--- src/rtl/loader_pkg.sv ---
// Shared definitions for the boot-time program loader.
package loader_pkg;

  localparam int ADDR_W = 12;
  localparam int DEPTH  = 4096;

  typedef enum logic [3:0] {
    HDR_HI,
    HDR_LO,
    DAT_HI,
    DAT_LO,
    WRITE,
    SUM_HI,
    SUM_LO,
    VERIFY,
    CHECK,
    DONE,
    FAIL
  } state_t;

endpackage

--- src/rtl/prog_loader.sv ---
// Boot-time program loader: assembles a big-endian byte stream into 16-bit
// words, writes them to RAM, reads the image back against a trailing
// checksum and releases the CPU only when both sums agree.
module prog_loader #(
  parameter int ADDR_W = loader_pkg::ADDR_W,
  parameter int DEPTH  = loader_pkg::DEPTH
) (
  input  logic              clk,
  input  logic              rst,
  input  logic [7:0]        rx_data,
  input  logic              rx_valid,
  output logic              rx_ready,
  output logic [15:0]       mem_data,
  output logic              mem_wren,
  output logic [ADDR_W-1:0] mem_address,
  input  logic [15:0]       mem_q,
  output logic              cpu_run,
  output logic              done,
  output logic              error
);

  import loader_pkg::*;

  localparam logic [15:0] DEPTH16 = 16'(DEPTH);

  state_t          state, state_nxt;
  logic [7:0]      hi_byte;
  logic [ADDR_W:0] n_cnt;
  logic [ADDR_W:0] idx;
  logic [ADDR_W:0] vcnt;
  logic [15:0]     checksum;
  logic [15:0]     stream_sum;
  logic [15:0]     read_sum;
  logic            vld_p1;

  logic            accept;
  logic [15:0]     rx_word;
  logic [ADDR_W:0] idx_inc;
  logic [ADDR_W:0] vcnt_inc;

  assign accept   = rx_valid && rx_ready;
  assign rx_word  = {hi_byte, rx_data};
  assign idx_inc  = idx + 1'b1;
  assign vcnt_inc = vcnt + 1'b1;

  function automatic logic [15:0] sum16(input logic [15:0] a, input logic [15:0] b);
    return a + b;
  endfunction

  // State register
  always_ff @(posedge clk) begin
    if (rst) state <= HDR_HI;
    else     state <= state_nxt;
  end

  // Next-state logic: byte-consuming states advance only on an accepted byte
  always_comb begin
    state_nxt = state;
    case (state)
      HDR_HI: if (accept) state_nxt = HDR_LO;
      HDR_LO: begin
        if (accept) begin
          if (rx_word > DEPTH16)  state_nxt = FAIL;
          else if (rx_word == '0) state_nxt = SUM_HI;
          else                    state_nxt = DAT_HI;
        end
      end
      DAT_HI: if (accept) state_nxt = DAT_LO;
      DAT_LO: if (accept) state_nxt = WRITE;
      WRITE:  state_nxt = (idx_inc == n_cnt) ? SUM_HI : DAT_HI;
      SUM_HI: if (accept) state_nxt = SUM_LO;
      // An empty image still passes through one drain cycle of VERIFY
      SUM_LO: if (accept) state_nxt = VERIFY;
      VERIFY: if (vcnt == n_cnt) state_nxt = CHECK;
      CHECK:  state_nxt = (stream_sum == checksum && read_sum == checksum) ? DONE : FAIL;
      DONE:   state_nxt = DONE;
      FAIL:   state_nxt = FAIL;
      default: state_nxt = HDR_HI;
    endcase
  end

  // Outputs decoded purely from the current state
  always_comb begin
    rx_ready = 1'b0;
    mem_wren = 1'b0;
    done     = 1'b0;
    cpu_run  = 1'b0;
    error    = 1'b0;
    case (state)
      HDR_HI, HDR_LO, DAT_HI, DAT_LO, SUM_HI, SUM_LO: rx_ready = 1'b1;
      WRITE: mem_wren = 1'b1;
      DONE: begin
        done    = 1'b1;
        cpu_run = 1'b1;
      end
      FAIL:  error = 1'b1;
      default: ;
    endcase
  end

  // Byte capture registers; contents are don't-care until the FSM consumes them
  always_ff @(posedge clk) begin
    if (accept && (state == HDR_HI || state == DAT_HI || state == SUM_HI))
      hi_byte <= rx_data;
    if (accept && state == HDR_LO)
      n_cnt <= rx_word[ADDR_W:0];
    if (accept && state == SUM_LO)
      checksum <= rx_word;
  end

  // Write/readback datapath: bus registers, index, verify counter and sums
  always_ff @(posedge clk) begin
    if (rst) begin
      mem_data    <= '0;
      mem_address <= '0;
      idx         <= '0;
      vcnt        <= '0;
      stream_sum  <= '0;
      read_sum    <= '0;
      vld_p1      <= 1'b0;
    end else begin
      vld_p1 <= 1'b0;
      case (state)
        DAT_LO: begin
          if (accept) begin
            mem_data    <= rx_word;
            mem_address <= idx[ADDR_W-1:0];
          end
        end
        WRITE: begin
          stream_sum <= sum16(stream_sum, mem_data);
          idx        <= idx_inc;
        end
        SUM_LO: begin
          if (accept) begin
            vcnt <= '0;
            if (n_cnt != '0) mem_address <= '0;
          end
        end
        // mem_q lags the address by one cycle; vld_p1 marks the returning word
        VERIFY: begin
          vcnt   <= vcnt_inc;
          vld_p1 <= (vcnt < n_cnt);
          if (vcnt_inc < n_cnt) mem_address <= vcnt_inc[ADDR_W-1:0];
          if (vld_p1) read_sum <= sum16(read_sum, mem_q);
        end
        default: ;
      endcase
    end
  end

endmodule

--- config.mk ---
export PLATFORM = sky130hd
export DESIGN_NAME = prog_loader
export DESIGN_NICKNAME = d
export VERILOG_FILES = /design/src/rtl/loader_pkg.sv /design/src/rtl/prog_loader.sv
export SDC_FILE = /design/constraint.sdc
export NUM_CORES = 1
export LEC_CHECK = 0
export BUFFER_PORTS_ARGS = -buffer_cell sky130_fd_sc_hd__buf_2
export CAP_MARGIN = 20
export CORE_ASPECT_RATIO = 0.5
export CORE_MARGIN = 8
export CORE_UTILIZATION = 53
export DETAILED_ROUTE_END_ITERATION = 6
export HOLD_SLACK_MARGIN = 0.12
export PLACE_DENSITY = 0.71
export RECOVER_POWER = 25
export SLEW_MARGIN = 5
export SYNTH_ARGS = -nofsm -noshare
export SYNTH_HDL_FRONTEND = slang
export SYNTH_SLANG_ARGS = --single-unit
--- constraint.sdc ---
create_clock -name clk -period 4.55 [get_ports clk]
set_clock_uncertainty 0.1 [all_clocks]
set_input_delay 1.365 -clock clk [delete_from_list [all_inputs] [get_ports clk]]
set_output_delay 1.365 -clock clk [all_outputs]
set_load 0.02 [all_outputs]
==> results_dict.tcl <==
set metrics [dict create \
    drt_iter0_drc 641 \
    wire_per_inst_um 17.9 \
    num_rows 30 \
    ios 60 \
    core_um2 13600 \
    synth_edf_count 37 \
    ctsRootBufferMaster "clkbuf_16" \
    violations "max-capacitance violations, max-slew violations" \
    status "finished, violations left" \
    ys_top_cells_by_area "dfxtp_1 (25%), edfxtp_1 (15%), ha_1 (10%)" \
    routed_via_density 5.89 \
    dpl_worst_slack_ns 0.700 \
    r2r_end "mem_address[2]" \
    ant_nets 0 \
    reg2reg_from "vcnt[2]" \
    path_class "reg2reg" \
    final_common_cell "nand2_1" \
    syn_avg_cell_area_um2 8.70 \
    initial_core_util_pct 54.3 \
    synth_area_um2 7380 \
    layout_common_cells "nand2_1 (101), dfxtp_1 (91), a21oi_1 (87)" \
    cts_num_sinks 128 \
    rsz0062_at_grt "false" \
    setup_slack_ns 0.612 \
    crit_top_cell "and4_1" \
    hold_viol_final 0 \
    dpl.hpwl_um 14100 \
    max_clock_freq_mhz 254 \
    synth_flop_cell "dfxtp_1" \
    final_net_count 988 \
    r2r_cells 11 \
    antenna_found_initial 0 \
    cts_tree "yes" \
    mappedNetlistNets 937 \
    hold_path_class "reg2reg" \
    clkSlewWorstSetupHoldPaths_ns 0.06 \
    p_per_area_nw_per_um2 339 \
    drc 0 \
    detail_route.first_pass.iterations 5 \
    hold_path_depth 2 \
    grt_usage_pct 22.0 \
    min_to "mem_data[0]" \
    crit_buf_inv 0 \
    worstSetupStartpointType "flip-flop" \
    finalMaxSlewViolations 48 \
    synth.ff_latch_count 128 \
    min_from "mem_data[0]" \
    post-route-min-period_ns 3.94 \
    slowest_stage "o41ai_2" \
    die-area_um2 18200 \
    async_reset_ff_share_pct 0 \
    cts_resized 0 \
    gp_routability_congestion 0.888 \
    grt_max_degree 48 \
    p_leak_nw 3.40 \
    diodes 0 \
    critical_path_required_ns 4.73 \
    tns_ns 0 \
    worstSkewPairLatency_ns 0.43 \
    htree_levels 4 \
    setup_viol 0 \
    crit_chain "and4_1, and4_1, nand3_1, xnor2_1, ha_1, a21o_1, a21oi_1, nor2b_1, o41ai_2, and2_1, a311oi_1" \
    die_w_um 183 \
    synth_cells 849 \
    routed_wl_um 19800 \
    yosysTopAreaCell "dfxtp_1" \
    yosys_warnings 0 \
    maxCapViolations 1 \
    r2r_setup_slack_ns 0.61 \
    cp_max_fo 13 \
    fin_crit_sh_pct 86.5 \
    num-fill-cells 1191 \
    tightest_slew_ns 2.25 \
    total_power_mw 2.89 \
    yosysSeqAreaShare_pct 39.7 \
    synth_cell_type_count 55 \
    hold_buffers 0 \
    chipHeight_um 99.5 \
    cp-end-kind "flip-flop" \
    vdd_drop_max_v 0.000290 \
    dp_cells 1072 \
    overflow 0 \
    grt_pass1_wl_um 32100 \
    yosys.area.top_type_share_pct 24.7 \
    cts_buffers 17 \
    vias 6508 \
    grt_pass1_vias 6249 \
    fin_cells 1105 \
    area_growth_pct 15.2 \
    cts_buffer_depth 2 \
    crit_family "compound AO/OA/AOI/OAI gates" \
    worstPathArrival_ns 4.12 \
    layout-drive-gt1-share_pct 10.8 \
    critPathMaxStageDelay_ns 0.94 \
    cts_setup_buffers 0 \
    relSlewSlack_pct -50.1 \
    portBuffers 59 \
]
-- layout make-up --
cell class                 count  area, um2  share of cell area [%]
timing repair buffer          69        352                    4.13
multi-input combinational    653       4200                    49.4
inverter                      31        116                    1.37
clock inverter                 7       80.1                   0.941
sequential                   128       2930                    34.5
tap                          192        240                    2.82
clock buffer                  25        582                    6.84
-- cells in the mapped netlist, drive strengths merged (20+ instances only) --
| library cell | number |
|---|---|
| a21oi | 87 |
| o21ai | 34 |
| nand3 | 22 |
| nor3 | 35 |
| clkbuf | 35 |
| nor2 | 56 |
| and3 | 20 |
| ha | 59 |
| edfxtp | 37 |
| inv | 31 |
| nand2 | 101 |
| a22oi | 20 |
| xnor2 | 37 |
| dfxtp | 91 |
-- how the worst max path moves through the flow --
| stage | start | end | slack (ns) | cells past startpoint |
|---|---|---|---|---|
| 5_1_grt | vcnt[2] | mem_address[2] | 0.30 | 11 |
| 4_1_cts | vcnt[2] | mem_address[2] | 0.67 | 11 |
| 3_3_place_gp | mem_q[1] | read_sum[15] | 0.80 | 10 |
| 2_1_floorplan | rx_valid | vcnt[10] | 1.03 | 6 |
| 3_5_place_dp | vcnt[2] | mem_address[5] | 0.70 | 11 |
| 6_report | vcnt[2] | mem_address[2] | 0.61 | 11 |
-- through the flow --
stage | hold WS, ns | util, % | instance area [um2]
after floorplan | 0.341 | - | 7380
after global placement | 0.361 | 57.8 | 7860
after detailed placement | 0.369 | 57.8 | 7860
after CTS | 0.377 | 62.7 | 8520
after global routing | 0.383 | 62.6 | 8510
final | 0.376 | 62.6 | 8510
-- cell families after synthesis --
logic type	count (synthesis)	synth area share (%)
simple gates	314	20.9
compound gates	222	18.6
buf+inv	68	3.51
fa+ha+maj	61	10.5
flops	128	39.7
xor+xnor	56	6.64
-- routing by layer --
| layer | track usage, % | wire (um) | up-vias |
|---|---|---|---|
| met5 | 0 | 0 | - |
| met4 | 6.02 | 302 | 0 |
| met3 | 5.13 | 1220 | 31 |
| met2 | 36.1 | 9090 | 217 |
| met1 | 28.9 | 9180 | 3072 |
| li1 | - | - | 3188 |
-- tightest hold or removal path, stage by stage, from the launching register on --
cell and delay (ns):
dfxtp_1 0.32, nand2_1 0.06, a21oi_1 0.05
-- sequential cells by signal, indices dropped and copies added, names as in the netlist --
| register | flops |
|---|---|
| checksum | 16 |
| hi_byte | 8 |
| idx | 13 |
| mem_address | 12 |
| mem_data | 16 |
| n_cnt | 13 |
| read_sum | 16 |
| state | 4 |
| stream_sum | 16 |
| vcnt | 13 |
| vld_p1 | 1 |
-- where the power goes --
part | switching, mW | internal, mW | leakage [nW] | total, mW
clock network | 0.529 | 0.950 | 0.318 | 1.48
registers | 0.0344 | 1.20 | 1.07 | 1.23
logic | 0.110 | 0.0638 | 2.01 | 0.174
Power figures use the tool's default switching activity.
